===== src/rtl/ram_arbiter.sv =====
// Two-port arbiter in front of the shared data RAM: one registered access per cycle,
// bounded bursts per owner, and read data returned to the winner two cycles after grant.
module ram_arbiter #(
  parameter int RAM_WIDTH  = 31,
  parameter int DATA_WIDTH = 32,
  parameter int MAX_BURST  = 4
) (
  input  logic                  clk,
  input  logic                  a_reset_n,
  input  logic                  m0_req,
  input  logic                  m1_req,
  input  logic                  m0_we,
  input  logic                  m1_we,
  input  logic [RAM_WIDTH-1:0]  m0_addr,
  input  logic [RAM_WIDTH-1:0]  m1_addr,
  input  logic [DATA_WIDTH-1:0] m0_wdata,
  input  logic [DATA_WIDTH-1:0] m1_wdata,
  output logic                  m0_gnt,
  output logic                  m1_gnt,
  output logic                  m0_rvalid,
  output logic                  m1_rvalid,
  output logic [DATA_WIDTH-1:0] m0_rdata,
  output logic [DATA_WIDTH-1:0] m1_rdata,
  output logic [RAM_WIDTH-1:0]  ram_address,
  output logic                  ram_we,
  output logic [DATA_WIDTH-1:0] ram_wdata,
  input  logic [DATA_WIDTH-1:0] ram_rdata
);

  localparam int CW = $clog2(MAX_BURST + 1);
  localparam logic [CW-1:0] CNT_MAX = CW'(MAX_BURST);
  localparam logic [CW-1:0] CNT_ONE = CW'(1);

  typedef enum logic [1:0] {IDLE, OWN0, OWN1} state_t;

  state_t        state, state_nxt;
  logic          last, last_nxt;
  logic [CW-1:0] cnt, cnt_nxt;
  logic [1:0]    tag1, tag2;  // {valid, port}

  always_ff @(posedge clk or negedge a_reset_n) begin
    if (!a_reset_n) begin
      state <= IDLE;
      last  <= 1'b1;
      cnt   <= '0;
    end else begin
      state <= state_nxt;
      last  <= last_nxt;
      cnt   <= cnt_nxt;
    end
  end

  always_comb begin
    m0_gnt    = 1'b0;
    m1_gnt    = 1'b0;
    state_nxt = IDLE;
    cnt_nxt   = '0;
    last_nxt  = last;
    case (state)
      OWN0: begin
        if (m0_req && (cnt < CNT_MAX || !m1_req)) m0_gnt = 1'b1;
        else if (m1_req)                          m1_gnt = 1'b1;
      end
      OWN1: begin
        if (m1_req && (cnt < CNT_MAX || !m0_req)) m1_gnt = 1'b1;
        else if (m0_req)                          m0_gnt = 1'b1;
      end
      default: begin
        // tie in IDLE goes to the port that was not served last
        if (m0_req && m1_req) begin
          m0_gnt = last;
          m1_gnt = !last;
        end else begin
          m0_gnt = m0_req;
          m1_gnt = m1_req;
        end
      end
    endcase
    if (m0_gnt) begin
      state_nxt = OWN0;
      last_nxt  = 1'b0;
      if (state == OWN0) cnt_nxt = (cnt == CNT_MAX) ? cnt : cnt + CNT_ONE;
      else               cnt_nxt = CNT_ONE;
    end else if (m1_gnt) begin
      state_nxt = OWN1;
      last_nxt  = 1'b1;
      if (state == OWN1) cnt_nxt = (cnt == CNT_MAX) ? cnt : cnt + CNT_ONE;
      else               cnt_nxt = CNT_ONE;
    end
  end

  always_ff @(posedge clk or negedge a_reset_n) begin
    if (!a_reset_n) begin
      ram_we      <= 1'b0;
      ram_address <= '0;
      ram_wdata   <= '0;
      tag1        <= '0;
      tag2        <= '0;
    end else begin
      ram_we <= 1'b0;
      if (m0_gnt) begin
        ram_address <= m0_addr;
        ram_we      <= m0_we;
        ram_wdata   <= m0_wdata;
      end else if (m1_gnt) begin
        ram_address <= m1_addr;
        ram_we      <= m1_we;
        ram_wdata   <= m1_wdata;
      end
      tag1 <= {(m0_gnt && !m0_we) || (m1_gnt && !m1_we), m1_gnt};
      tag2 <= tag1;
    end
  end

  assign m0_rvalid = tag2[1] && !tag2[0];
  assign m1_rvalid = tag2[1] &&  tag2[0];
  assign m0_rdata  = ram_rdata;
  assign m1_rdata  = ram_rdata;

endmodule


===== config.mk =====
export PLATFORM = sky130hd
export DESIGN_NAME = ram_arbiter
export DESIGN_NICKNAME = d
export VERILOG_FILES = /design/src/rtl/ram_arbiter.sv
export SDC_FILE = /design/constraint.sdc
export NUM_CORES = 1
export LEC_CHECK = 0
export BUFFER_PORTS_ARGS = -buffer_cell sky130_fd_sc_hd__buf_2
export CAP_MARGIN = 15
export CORE_AREA = 2 2 114 116
export DETAILED_ROUTE_END_ITERATION = 10
export DIE_AREA = 0 0 116 118
export PLACE_DENSITY = 0.66
export REMOVE_ABC_BUFFERS = 1
export SETUP_SLACK_MARGIN = 0.1
export SYNTH_ARGS = -nofsm -noshare
export SYNTH_HDL_FRONTEND = slang
export SYNTH_SLANG_ARGS = --single-unit

===== constraint.sdc =====
create_clock -name clk -period 2.8 [get_ports clk]
set_clock_uncertainty 0.2 [all_clocks]
set_input_delay 0.56 -clock clk [delete_from_list [all_inputs] [get_ports clk]]
set_output_delay 0.56 -clock clk [all_outputs]
set_load 0.01 [all_outputs]

==> impl_metrics.toml <==
[finish]
area.sequential_um2 = 1850
design_area_um2 = 4910
final_cell_mix = "buf_2 (198), dfrtp_1 (73), nand2_1 (69), mux2i_1 (64), o21ai_1 (63)"
multi_input_area_um2 = 1450
final_common_cell = "buf_2"
nets = 691
fillCellCount = 1304
antenna_cells = 0
syn2layout_area_growth_pct = 23.4
drive_above_1_share = 0.420

[synthesis]
synth-seq-cells = 74
ys_types = 30
synth.avg_cell_area_um2 = 10.1
syn_inst = 394
ys_warn_count = 0
ys_seq_area_frac = 0.466
synth.cell_area_um2 = 3980

[floorplanning]
dieArea_um2 = 13700
ios = 296
start_util = 0.320
dieHeight_um = 118
core_region_area_um2 = 12400
die_w_um = 116
row_count = 41

[route]
postRouteAntennaNets = 0
vias = 3150
vias_per_cell = 4.50
drtIter0Drc = 104
drtPass1Iterations = 4
route.detailed.drc = 0
routed_wl_um = 12600
wire_per_inst_um = 18.0

[pwr]
p_per_area_nw_per_um2 = 1190
p_int_mw = 3.54
combPwrFrac = 0.476
power_mw = 5.84
p_leak_nw = 2.69
switchingPower_mw = 2.30
seqPwrFrac = 0.323
peakVddDrop_mv = 0.445
switching_share = 0.394
p_clk_frac = 0.201

[status]
outcome = "finished, final reports clean"

[clock_network]
cts_tree = "yes"
post_cts_buffers = 0
clk-insertion-delay-late_ns = 0.32
cts-root-buf = "clkbuf_16"
ctsLongestPathBuffers = 2
cts_buffers = 9
hold_buffers = 0
clkTransAtPathRegs_ns = 0.06
clock-sinks = 74
cts_resized = 0
htreeDepth = 3

[setup_path]
cpPeakStageDelay_ns = 0.35
path_max_fanout = 7
crit_type = "reg -> out"
critPathLaunchType = "flop"
r2r-end = "ram_wdata[9]$_DFFE_PN0P_"
cp-end-kind = "primary output"
cp.required_ns = 2.04
crit_family = "compound AO/OA/AOI/OAI gates"
crit_start = "state[0]$_DFF_PN0_"
critPathSlowestCell = "dfrtp_1"
path_buf_inv = 3
timing.rr.start = "state[0]$_DFF_PN0_"
critical_path.endpoint = "m0_gnt"
critical_path_cell_count = 7
path_cells = "inv_1, ha_1, and2b_1, o21ai_1, o22a_4, inv_6, buf_2"
r2r_cells = 8
critPathArrivalTime_ns = 1.86
r2r_slack_ns = 0.42

[grt]
grt_pass1_wl_um = 18100
grt_pass1_vias = 3084
antenna_found_initial = 0
grt.total_usage = 0.180
grt_max_degree = 126
overflow = 0

[placed_design]
dp_hpwl_um = 10200
port_buffers = 199
gp_congestion = 0.832
placed_area_um2 = 4600

[timing]
timing.final.crit_share = 0.934
rsz0062_at_grt = "no"
worst_pin_slew_ns = 0.945
period_minus_slack_ns = 2.62
setup_viol = 0
fmax_mhz = 382
fin_hold_ws_ns = 0.153
hold_violations = 0
maxSlewViolCount = 0
slew_headroom = 0.370

[job]
maxCapViolCount = 0

[worst_hold_path]
hold_path.class = "reg -> reg"
==> kinds of logic (layout without fill, tap and decap cells) <==
kind of cell               Yosys count  in the layout  share of synthesized area
DFF                                 74             74                      0.466
AOI/OAI and AO/OA                   75             75                     0.0982
buffers and inverters               91            225                      0.173
adders and majority gates            4              4                     0.0126
muxes                               64             64                      0.161
xor gates and xnor gates             1              1                    0.00220
and+or+nand+nor                     85             85                     0.0866
==> layout make-up <==
type                            instances  area share
Sequential cell                        74       0.378
Multi-Input combinational cell        229       0.296
Timing Repair Buffer                  203       0.215
Clock buffer                           12      0.0523
Tap cell                              172      0.0439
Clock inverter                          4      0.0102
Inverter                                6     0.00561
==> cell usage after synthesis <==
cell type  number  share of area
nand2b_1        1         0.0016
o221ai_1        1         0.0022
o21ai_1        63          0.079
clkbuf_1        7         0.0066
buf_6           3         0.0085
ha_1            4          0.013
mux2i_1        64           0.16
or3_1           1         0.0016
buf_8           5          0.019
a31oi_1         1         0.0016
a21oi_1         5         0.0063
o21ai_0         1         0.0013
dfstp_2         1         0.0066
nand3b_1        1         0.0019
inv_6           1         0.0022
nor2_1          6         0.0057
inv_1           5         0.0047
and2_1          2         0.0031
o21ai_2         1         0.0022
nand3_1         2         0.0025
buf_12          1         0.0050
dfrtp_1        73           0.46
buf_2           5         0.0063
nand2_1        69          0.065
o22a_1          1         0.0022
xnor2_1         1         0.0022
buf_4          64           0.12
nor2b_1         2         0.0031
o22ai_1         2         0.0031
and2b_1         1         0.0019
==> flip-flops by register name, indices dropped and copies added, names as in the netlist <==
register / flops
cnt: 3
last: 1
ram_address: 31
ram_wdata: 32
ram_we: 1
state: 2
tag1: 2
tag2: 2
==> layer usage <==
layer | part of all wire | GRT usage
met5 | 0.0071 | 0.0549
met3 | 0.17 | 0.154
met2 | 0.45 | 0.274
met1 | 0.35 | 0.179
met4 | 0.017 | 0.0506
==> power by group through the flow <==
stage          clock [mW]  combinational, mW  sequential [mW]
4_1_cts              1.21               2.82             1.89
5_1_grt              1.25               3.08             1.95
2_1_floorplan           0               1.67             2.11
3_5_place_dp            0               2.83             1.90
6_report             1.17               2.78             1.89
3_3_place_gp            0               2.74             1.88
==> how the worst min path moves through the flow <==
stage	depth (start not counted)	startpoint	end
after global routing	0	tag1[1]$_DFF_PN0_	tag2[1]$_DFF_PN0_
after CTS	0	tag1[1]$_DFF_PN0_	tag2[1]$_DFF_PN0_
after global placement	0	tag1[1]$_DFF_PN0_	tag2[1]$_DFF_PN0_
after floorplan	0	a_reset_n	cnt[0]$_DFF_PN0_
after detailed placement	0	tag1[1]$_DFF_PN0_	tag2[1]$_DFF_PN0_
final	0	tag1[1]$_DFF_PN0_	tag2[1]$_DFF_PN0_
==> through the flow <==
stage / setup WS (ns) / utilization / instances / setup TNS, ns
5_1_grt: 0.128 / 0.395 / 700 / 0
3_5_place_dp: 0.425 / 0.370 / 684 / 0
3_3_place_gp: 0.527 / 0.370 / 684 / 0
2_1_floorplan: -1.26 / - / 309 / -86.49
4_1_cts: 0.176 / 0.395 / 700 / 0
6_report: 0.184 / 0.395 / 700 / 0
Power figures use the tool's default switching activity.
